==> src/rtl/arp_rx.sv <==
// -----------------------------------------------------------------------------
// arp_rx
//
// Purpose:
//   Receives Ethernet frames from a GMII byte stream and picks out ARP
//   requests/replies addressed to this board. A frame is accepted when its
//   preamble/SFD is well formed, the destination MAC is BOARD_MAC or
//   broadcast, the EtherType is ARP (0x0806), the ARP opcode is 1 or 2 and
//   the target protocol address equals BOARD_IP. Padding and FCS are skipped;
//   the FCS is not checked.
//
// Parameters:
//   BOARD_MAC   local MAC address (destination filter)
//   BOARD_IP    local IPv4 address (target-IP filter)
//
// Ports:
//   gmii_rxc     in   GMII receive clock, everything runs on its rising edge
//   rst_n        in   synchronous active-low reset
//   gmii_rx_dv   in   receive data valid
//   gmii_rxd     in   [7:0] receive byte, meaningful while gmii_rx_dv=1
//   arp_rx_done  out  one-cycle pulse when an ARP packet is accepted
//   arp_rx_type  out  0 = request, 1 = reply; held until the next acceptance
//   src_mac      out  [47:0] sender hardware address of the last accepted packet
//   src_ip       out  [31:0] sender protocol address of the last accepted packet
// -----------------------------------------------------------------------------
module arp_rx #(
  parameter logic [47:0] BOARD_MAC = 48'h00_11_22_33_44_55,
  parameter logic [31:0] BOARD_IP  = {8'd192, 8'd168, 8'd1, 8'd10}
) (
  input  logic        gmii_rxc,
  input  logic        rst_n,
  input  logic        gmii_rx_dv,
  input  logic [7:0]  gmii_rxd,
  output logic        arp_rx_done,
  output logic        arp_rx_type,
  output logic [47:0] src_mac,
  output logic [31:0] src_ip
);

  typedef enum logic [2:0] {
    IDLE     = 3'd0,
    PREAMBLE = 3'd1,
    ETH_HEAD = 3'd2,
    ARP_DATA = 3'd3,
    RX_END   = 3'd4
  } state_t;

  localparam logic [7:0]  PRE_BYTE   = 8'h55;
  localparam logic [7:0]  SFD_BYTE   = 8'hD5;
  localparam logic [15:0] ETH_TYPE   = 16'h0806;
  localparam logic [15:0] OP_REQUEST = 16'h0001;
  localparam logic [15:0] OP_REPLY   = 16'h0002;

  state_t      state_reg;
  logic [4:0]  cnt_reg;           // byte counter shared by all states

  // Ethernet header capture
  logic [47:0] eth_dst_reg;
  logic [7:0]  eth_type_hi_reg;

  // ARP payload capture (shadow registers for the sender fields)
  logic [15:0] opcode_reg;
  logic [47:0] sha_reg;
  logic [31:0] spa_reg;
  logic [23:0] tpa_reg;           // first three target-IP bytes; last one is compared live

  // The packet is judged while sampling ARP byte 27; the outputs move one
  // edge later, so the verdict is parked here for a cycle.
  logic        accept_reg;
  logic        accept_type_reg;

  // Checks that combine stored bytes with the byte currently on the bus
  logic dst_ok;
  logic type_ok;
  logic op_ok;
  logic tpa_ok;

  always_comb begin
    dst_ok  = (eth_dst_reg == BOARD_MAC) || (eth_dst_reg == 48'hFFFF_FFFF_FFFF);
    type_ok = ({eth_type_hi_reg, gmii_rxd} == ETH_TYPE);
    op_ok   = (opcode_reg == OP_REQUEST) || (opcode_reg == OP_REPLY);
    tpa_ok  = ({tpa_reg, gmii_rxd} == BOARD_IP);
  end

  always_ff @(posedge gmii_rxc) begin
    if (!rst_n) begin
      state_reg       <= IDLE;
      cnt_reg         <= 5'd0;
      eth_dst_reg     <= 48'h0;
      eth_type_hi_reg <= 8'h0;
      opcode_reg      <= 16'h0;
      sha_reg         <= 48'h0;
      spa_reg         <= 32'h0;
      tpa_reg         <= 24'h0;
      accept_reg      <= 1'b0;
      accept_type_reg <= 1'b0;
      arp_rx_done     <= 1'b0;
      arp_rx_type     <= 1'b0;
      src_mac         <= 48'h0;
      src_ip          <= 32'h0;
    end else begin
      // Output stage: publish a verdict made on the previous edge.
      arp_rx_done <= accept_reg;
      accept_reg  <= 1'b0;
      if (accept_reg) begin
        arp_rx_type <= accept_type_reg;
        src_mac     <= sha_reg;
        src_ip      <= spa_reg;
      end

      case (state_reg)
        IDLE: begin
          cnt_reg <= 5'd0;
          if (gmii_rx_dv) begin
            if (gmii_rxd == PRE_BYTE) begin
              state_reg <= PREAMBLE;
              cnt_reg   <= 5'd1;
            end else begin
              // dv is high but this is not the start of a frame (e.g. the
              // tail of a frame interrupted by reset): sit it out.
              state_reg <= RX_END;
            end
          end
        end

        PREAMBLE: begin
          if (!gmii_rx_dv) begin
            state_reg <= IDLE;
            cnt_reg   <= 5'd0;
          end else if ((gmii_rxd == PRE_BYTE) && (cnt_reg < 5'd7)) begin
            cnt_reg <= cnt_reg + 5'd1;
          end else if ((gmii_rxd == SFD_BYTE) && (cnt_reg == 5'd7)) begin
            state_reg <= ETH_HEAD;
            cnt_reg   <= 5'd0;
          end else begin
            // Too few/too many 0x55 bytes or a foreign byte
            state_reg <= RX_END;
            cnt_reg   <= 5'd0;
          end
        end

        ETH_HEAD: begin
          if (!gmii_rx_dv) begin
            state_reg <= IDLE;
            cnt_reg   <= 5'd0;
          end else begin
            cnt_reg <= cnt_reg + 5'd1;
            if (cnt_reg < 5'd6) begin
              eth_dst_reg <= {eth_dst_reg[39:0], gmii_rxd};
            end
            if (cnt_reg == 5'd12) begin
              eth_type_hi_reg <= gmii_rxd;
            end
            if (cnt_reg == 5'd13) begin
              cnt_reg <= 5'd0;
              if (dst_ok && type_ok) begin
                state_reg <= ARP_DATA;
              end else begin
                state_reg <= RX_END;
              end
            end
          end
        end

        ARP_DATA: begin
          if (!gmii_rx_dv) begin
            state_reg <= IDLE;
            cnt_reg   <= 5'd0;
          end else begin
            cnt_reg <= cnt_reg + 5'd1;
            if (cnt_reg == 5'd6) begin
              opcode_reg[15:8] <= gmii_rxd;
            end
            if (cnt_reg == 5'd7) begin
              opcode_reg[7:0] <= gmii_rxd;
            end
            if ((cnt_reg >= 5'd8) && (cnt_reg <= 5'd13)) begin
              sha_reg <= {sha_reg[39:0], gmii_rxd};
            end
            if ((cnt_reg >= 5'd14) && (cnt_reg <= 5'd17)) begin
              spa_reg <= {spa_reg[23:0], gmii_rxd};
            end
            if ((cnt_reg >= 5'd24) && (cnt_reg <= 5'd26)) begin
              tpa_reg <= {tpa_reg[15:0], gmii_rxd};
            end
            if (cnt_reg == 5'd27) begin
              cnt_reg   <= 5'd0;
              state_reg <= RX_END;
              if (op_ok && tpa_ok) begin
                accept_reg      <= 1'b1;
                accept_type_reg <= (opcode_reg == OP_REPLY);
              end
            end
          end
        end

        RX_END: begin
          cnt_reg <= 5'd0;
          if (!gmii_rx_dv) begin
            state_reg <= IDLE;
          end
        end

        default: begin
          state_reg <= IDLE;
          cnt_reg   <= 5'd0;
        end
      endcase
    end
  end

endmodule

==> config.mk <==
export PLATFORM = sky130hd
export DESIGN_NAME = arp_rx
export DESIGN_NICKNAME = d
export VERILOG_FILES = /design/src/rtl/arp_rx.sv
export SDC_FILE = /design/constraint.sdc
export NUM_CORES = 1
export LEC_CHECK = 0
export CAP_MARGIN = 15
export CORE_ASPECT_RATIO = 0.6
export CORE_MARGIN = 10
export CORE_UTILIZATION = 57
export DETAILED_ROUTE_END_ITERATION = 16
export PLACE_DENSITY = 0.9
export SLEW_MARGIN = 20
export SYNTH_ARGS = -nofsm -noshare
export SYNTH_HDL_FRONTEND = slang
export SYNTH_SLANG_ARGS = --single-unit
==> constraint.sdc <==
create_clock -name gmii_rxc -period 2.8 [get_ports gmii_rxc]
set_input_delay 0.84 -clock gmii_rxc [delete_from_list [all_inputs] [get_ports gmii_rxc]]
set_output_delay 0.84 -clock gmii_rxc [all_outputs]
set_load 0.02 [all_outputs]
# --- Word-level counts from Yosys, hierarchy flattened ---
# Index checks and enable logic that the tools add are counted.
# W data, S select, Z words.
op_classes:
  addsub: 1
  order_cmp: 8
  n_eq_ne: 22
  mux: 22
  reduce_logical: 20
op_table:
  columns: ["cell", "n"]
  rows:
  - ["$eq A48 B37 Y1 const B", 1]
  - ["$eq A48 B48 Y1 const B", 1]
  - ["$mux W3", 11]
  - ["$eq A32 B32 Y1 const B", 1]
  - ["$mux W5", 6]
  - ["$reduce_and A3 Y1", 7]
  - ["$pmux W5 S4", 1]
  - ["$eq A16 B1 Y1 const B", 1]
  - ["$eq A16 B12 Y1 const B", 1]
  - ["$eq A16 B2 Y1 const B", 1]
  - ["$pmux W3 S5", 1]
  - ["$eq A5 B3 Y1 const B", 2]
  - ["$eq A5 B4 Y1 const B", 2]
  - ["$ge A5 B4 Y1 const B", 2]
  - ["$le A5 B5 Y1 const B", 2]
  - ["$lt A5 B3 Y1 const B", 2]
  - ["$ne A3 B3 Y1 const B", 3]
  - ["$eq A8 B7 Y1 const B", 1]
  - ["$eq A8 B8 Y1 const B", 1]
  - ["$reduce_and A4 Y1", 2]
  - ["$logic_and A1 B1 Y1", 7]
  - ["$eq A3 B2 Y1 const B", 2]
  - ["$add A5 B1 Y5 const B", 1]
  - ["$eq A5 B5 Y1 const B", 1]
  - ["9 further kinds", 13]
word_totals:
  reg_bits: 268
  input_bits: 11
  out_inout_bits: 82
  word_cells: 88

# --- Depth between registers and ports, before layout ---
# Gate-level depths: netlist of the first run.
depth:
  ltp_word: 7
  ltp_mapped: 9
  mapped_depth_nobuf: 7

# --- Worst setup path before layout of the first run ---
# Ideal clock, no wire load.
synth_timing:
  kind: "input to register"
  start: "input port gmii_rxd[0]"
  end: "register cnt_reg[2]"
  setup_ps: 64
  t_arrival_ps: 2184
  slack_ps: 552
  path_stages: 6
  n_path_buf: 1
  cell_sequence: "clkbuf_1 -> nand4b_1 -> nor4_2 -> a21oi_1 -> or3b_1 -> nor2_1"
synth_via:
  elab_chain_len: 5
synth_rtl:
  columns: ["element", "line", "source"]
  rows:
  - ["start, declared", "33", "input logic [7:0] gmii_rxd,"]
  - ["$eq A8 B7 Y1", "130", "end else if ((gmii_rxd == PRE_BYTE) && (cnt_reg < 5'd7)) begin"]
  - ["$logic_and A1 B1 Y1", "130", null]
  - ["$mux W5", "130", null]
  - ["$mux W5", "127", "if (!gmii_rx_dv) begin"]
  - ["$pmux W5 S4", "111", "case (state_reg)"]
  - ["end signal, assigned", "131", "cnt_reg <= cnt_reg + 5'd1;"]
  - ["end signal, assigned", "147", "cnt_reg <= cnt_reg + 5'd1;"]
  - ["end signal, assigned", "170", "cnt_reg <= cnt_reg + 5'd1;"]
  - ["end, declared", "55", "logic [4:0] cnt_reg;"]
# No other way between the ends.
# A chain may end at the register's enable or synchronous reset.

# --- Worst setup path after layout of the first run ---
layout_timing:
  start: "register src_mac[29]"
  end: "output port src_mac[29]"
layout_lines:
  columns: ["element", "line", "source"]
  rows:
  - ["start, declared", "36", "output logic [47:0] src_mac,"]
  - ["start signal, assigned", "107", "src_mac <= sha_reg;"]
# No word-level cell between the ends.

==> out/results.tsv, run 1 <==
metric	value	unit
status	complete, no violations	
synth_seq_cells	268	
cts_setup_buffers	0	
grt_max_degree	96	
cp.arrival	1.56	ns
antenna_cells	0	
leakage	4.29	nW
rows	38	
min_from	sha_reg[41]	
finalCritPeriodShare	85.8	%
place_inst	1371	
cts_sinks	268	
r2r_cells	7	
netlist_instances	1084	
slowest_stage	clkdlybuf4s50_1	
critPathRequiredTime	1.96	ns
yosysTopAreaCellShare	50.0	%
overflow	0	
root_buffer	clkbuf_16	
syn_avg_cell_area	9.89	µm²
hold_buffers	0	
min_path_cells	2	
cap_violations	0	
finClkSkew	0.0138	ns
start_util	58.7	%
clk_pin_slew	0.07	ns
whs_endpoint	sha_reg[41]	
syn_area	10700	µm²
worstPathMaxFanout	2	
die_h	126	µm
power_frac_comb	2.3	%
cts.path.max_buffers	3	
cts_resized	0	
setup_violations	0	
dpl.hpwl	17300	µm
rsz0062_at_grt	false	
ant_nets	0	
period_minus_slack	2.40	ns
ys_types	51	
grt_usage	20.1	%
die_width	197	µm
worstPathCellList	clkdlybuf4s50_1	
core	18300	µm²
finalMaxSlewViolations	0	
whs	0.475	ns
cp-end-kind	primary output	
tightest_slew	0.543	ns
drc	0	
worst-setup-path-type	flop to primary output	
setup_ws	0.398	ns
routedWlPerCell	18.3	µm
cts_made_buffers	24	
cp_top_family	buffers and inverters	
cp-start-kind	flop	
p_int	5.88	mW
portBuffers	92	
pwr-share-clk	46.2	%
synth.area.top_cells	dfxtp_1 50%, mux2i_1 15%, nor2b_1 9.4%	
clock_latency	0.52	ns
wl	25900	µm
ys_warn_count	0	
p_switching	1.53	mW
first_pass_iters	5	
vias_per_cell	5.60	
finalNetCount	1172	
grt_pass1_wl	41200	µm
dieArea	24900	µm²
reg2reg_from	cnt_reg[0]	
ys.flop_type	dfxtp_1	
grt_pass1_vias	7565	
ys_seq_area_share	50.0	%
antenna_found_initial	0	
timing.final.hold_violations	0	
r2r_slack	0.46	ns
r2r_end	spa_reg[19]	
vias	7922	
hold_path_class	flop to flop	
drive_gt1_share	7.32	%
ir_worst_vdd	0.402	mV
h-tree-depth	1	
post-route-util	69.8	%
cts_tree	built	
p_per_area	581	nW/µm²
crit_buf_inv	1	
relSlewSlack	63.8	%
area_growth	18.9	%
critical_path.max_stage_delay	0.64	ns
fin_cells	1415	
seqPwrFrac	51.4	%
sw_frac_of_total	20.6	%
ys_async_sr_fraction	0	%
synth_top_cell_by_area	dfxtp_1	
synth_edf_count	0	
drt-initial-drc-count	720	
dp_slack	-0.0133	ns
synth_nets	1099	
timing.fmax	416	MHz
top_level_ports	93	
gp_congestion	0.847	
power by group through the flow:
stage	combinational (mW)	sequential [mW]	clock, mW
floorplan	0.109	3.90	0
global placement	0.168	3.90	0
detailed placement	0.167	3.90	0
CTS	0.168	3.81	3.46
global route	0.179	3.81	3.61
finish	0.172	3.81	3.43
stage by stage:
step	setup TNS (ns)	cell area, µm²	total power, mW
floorplan	0	10700	4.01
global placement	0	11900	4.07
detailed placement	-0.0265	11900	4.07
CTS	0	12700	7.43
global route	0	12700	7.60
finish	0	12700	7.41
worst max-delay path by stage:
stage,end,cells past startpoint,slack (ns),start
after floorplan,cnt_reg[2],6,0.55,gmii_rxd[0]
after global placement,accept_type_reg,6,0.07,gmii_rx_dv
after detailed placement,state_reg[1],6,-0.01,gmii_rxd[0]
after CTS,src_mac[47],1,0.40,src_mac[47]
after global routing,accept_type_reg,6,0.24,cnt_reg[0]
final,src_mac[29],1,0.40,src_mac[29]
final cells by class:
| class | instances | area [µm²] |
|---|---|---|
| clock inverter | 10 | 111 |
| timing repair buffer | 125 | 1270 |
| multi-input combinational | 734 | 4960 |
| sequential | 268 | 5370 |
| clock buffer | 34 | 719 |
| fill | 1299 | 5510 |
| tap | 240 | 300 |
| inverter | 4 | 15.0 |
cell usage after synthesis (2+ instances only):
| library cell | instances |
|---|---|
| buf_4 | 6 |
| a21boi_0 | 98 |
| dfxtp_1 | 268 |
| ha_1 | 4 |
| nor4_2 | 3 |
| nor3_1 | 3 |
| mux2i_1 | 161 |
| o21ai_0 | 2 |
| nor2_1 | 8 |
| xor2_1 | 2 |
| buf_1 | 11 |
| xnor2_1 | 2 |
| clkbuf_1 | 46 |
| a21oi_1 | 4 |
| nand2_1 | 199 |
| nor2b_1 | 161 |
| nand3_1 | 7 |
| o2111ai_1 | 2 |
| or4_1 | 3 |
| and4_1 | 4 |
| buf_12 | 3 |
| buf_2 | 11 |
| inv_1 | 4 |
| or3_1 | 2 |
| nor4bb_1 | 4 |
| and3_1 | 6 |
| nor4b_1 | 4 |
| nand4_1 | 16 |
| nor4_1 | 14 |
| nand4b_1 | 5 |
placed cells by master (no fill, tap or decap), types with 4 or more instances in the layout:
cell / instances
nand4b_1: 5
nand3_1: 6
buf_4: 25
ha_1: 4
dfxtp_1: 267
nor2_1: 8
a21boi_0: 98
mux2i_1: 161
a21oi_1: 4
clkbuf_8: 6
buf_12: 8
clkbuf_16: 25
nor4_1: 14
nand2_1: 199
nor4b_1: 4
inv_1: 4
clkdlybuf4s50_1: 91
nor2b_1: 161
nor4bb_1: 4
and3_1: 5
and4_1: 4
nand4_1: 16
clkinv_2: 4
metal layers:
metal / wire (µm) / up-vias / global-route usage (%)
met3: 2190 / 35 / 4.34
li1: - / 3796 / -
met4: 391 / 0 / 4.50
met1: 12300 / 3818 / 29.3
met2: 11000 / 273 / 29.8
met5: 0 / - / 0
cells by family (layout without fill, tap and decap cells):
group	Yosys count	after routing	synth area share, %
AND/OR/NAND/NOR	449	449	22.2
flip-flops	268	268	50.0
multiplexers	161	161	15.0
AO/OA/AOI/OAI	116	116	8.23
buffers and inverters	82	173	3.73
adder cells (fa/ha/maj)	4	4	0.467
XOR/XNOR	4	4	0.327
Power figures use the tool's default switching activity.
==> run 2, diff against run 1 <==
--- a/config.mk
+++ b/config.mk
@@ -5,11 +5,12 @@
 export SDC_FILE = /design/constraint.sdc
 export NUM_CORES = 1
 export LEC_CHECK = 0
-export CAP_MARGIN = 15
+export CAP_MARGIN = 40
 export CORE_ASPECT_RATIO = 0.6
 export CORE_MARGIN = 10
 export CORE_UTILIZATION = 57
 export DETAILED_ROUTE_END_ITERATION = 16
+export HOLD_SLACK_MARGIN = 0.08
 export PLACE_DENSITY = 0.9
 export SLEW_MARGIN = 20
 export SYNTH_ARGS = -nofsm -noshare
==> results of run 2 <==
The final DEF is identical to that of run 1; final timing and power are the same.
==> RTL edit (config.mk and constraints of run 2) <==
Re-encode `state_t` (5 states) as Gray code, 3 bits wide.
--- a/src/rtl/arp_rx.sv
+++ b/src/rtl/arp_rx.sv
@@ -38,11 +38,11 @@
 );
 
   typedef enum logic [2:0] {
-    IDLE     = 3'd0,
-    PREAMBLE = 3'd1,
-    ETH_HEAD = 3'd2,
-    ARP_DATA = 3'd3,
-    RX_END   = 3'd4
+    IDLE     = 3'b000,
+    PREAMBLE = 3'b001,
+    ETH_HEAD = 3'b011,
+    ARP_DATA = 3'b010,
+    RX_END   = 3'b110
   } state_t;
 
   localparam logic [7:0]  PRE_BYTE   = 8'h55;
Function: same outputs for any inputs over 4 cycles, from zero or initial values and one cycle with rst_n low; so few cycles prove little.
==> RTL edit against run 2 <==
  * Area after synthesis down 0.43%
  * Total power down 1.7%
  * Via count up 1.7%
  * Sequential share of layout area up 0.21 points
  * Sequential cell count unchanged
  * Worst setup slack better by 37 ps
  * Cell count up 3.2%
  * Design area down 0.50%
  * Die area down 0.38%
  * Wire length up 1.4%
  * Critical path type unchanged
==> RTL edit: results (changes against run 2) <==
status: "complete, no violations"  # unchanged
comb.multi_input.count: 785  # was 734
nFillCells: 1272  # was 1299
wire_per_inst_um: 18.0  # was 18.3 um
grt_pass1_wl_um: 42300  # was 41200 um
multi_input_area_um2: 4960  # about the same
synth_xor_area_share_pct: 0.328  # was 0.327%
ctsHtreeMaxLevel: 1  # unchanged
n_all_inverters: 4  # unchanged
grt_pass1_vias: 7766  # was 7565
crit_arrival_ps: 1530  # was 1560 ps
grt_start_max_net_pins: 102  # was 96
hpwl_um: 17900  # was 17300 um
yosysSeqAreaShare_pct: 50.2  # was 50.0%
synth_nets: 1150  # was 1099
tightest_slew_ps: 547  # was 543 ps
worst_path_largest_cell_delay_ps: 650
synth_fa_ha_area_share_pct: 0.469  # was 0.467%
clkCellAreaFrac_pct: 6.14  # was 6.52%
buf_share_pct: 9.93  # was 9.96%
vias: 8054  # was 7922
grt_util_met3_pct: 5.19  # was 4.34%
total_leakage_power_uw: 0.00408  # was 0.00429 uW
synth_mux_area_share_pct: 12.2  # was 15.0%
synth_area_leaders: "dfxtp_1, mux2i_1, nand2_1"  # was dfxtp_1, mux2i_1, nor2b_1
synth_commonest_cells: "dfxtp_1, nand2_1, nor2b_1, mux2i_1, a21boi_0"  # was dfxtp_1, nand2_1, mux2i_1, nor2b_1, a21boi_0
track_usage_pct: 20.5  # was 20.1%
irDropWorstVdd_v: 0.000431  # was 0.000402 V
gp_congestion: 0.866  # was 0.847
drtIter0Drc: 747  # was 720
synth_compound_area_share_pct: 10.2  # was 8.23%
grtUsageMet2_pct: 30.6  # was 29.8%
drive_gt1_share_pct: 6.80  # was 7.32%
grt_use_met1_pct: 29.1  # was 29.3%
clkbuf_count: 32  # was 34
[RTL edit: cell count changes in the layout (fill, tap and decap cells not counted), moves of 6 or more]
cell,before,now
nand2_1,199,267
mux2i_1,161,130
a21boi_0,98,126
nor2b_1,161,133
nand3_1,6,12
[RTL edit: worst paths after layout]
path                                         start            endpoint  slack (ps)  depth (start not counted)
worst max register to register          cnt_reg[1]          spa_reg[8]         610                          8
worst min-delay path            eth_type_hi_reg[2]  eth_type_hi_reg[2]         460                          2
worst max-delay path                    src_ip[22]          src_ip[22]         430                          1
worst min register to register  eth_type_hi_reg[2]  eth_type_hi_reg[2]         460                          2
[RTL edit: where the power goes]
part | total [uW] | switching [uW] | internal [uW] | leakage [uW]
combinational | 222 | 115 | 107 | 0.00153
sequential | 3830 | 12.6 | 3820 | 0.00216
clock | 3230 | 1400 | 1830 | 0.000391
total | 7280 | 1530 | 5750 | 0.00408
[RTL edit: per-stage QoR]
| stage | power (uW) | instances | hold slack [ps] | setup WS [ps] | instance area, um^2 |
|---|---|---|---|---|---|
| after floorplan | 4050 | 1135 | 436 | 537 | 10700 |
| after global placement | 4130 | 1419 | 446 | 65.2 | 11900 |
| after detailed placement | 4130 | 1419 | 456 | 50.7 | 11900 |
| after CTS | 7310 | 1460 | 464 | 423 | 12700 |
| after global routing | 7490 | 1460 | 483 | 360 | 12700 |
| final | 7280 | 1460 | 463 | 435 | 12700 |
[RTL edit: metal layers]
metal	routed length, um	up-vias
li1	-	3932
met1	12200	3791
met2	11200	291
met3	2360	40
met4	511	0
met5	0	-
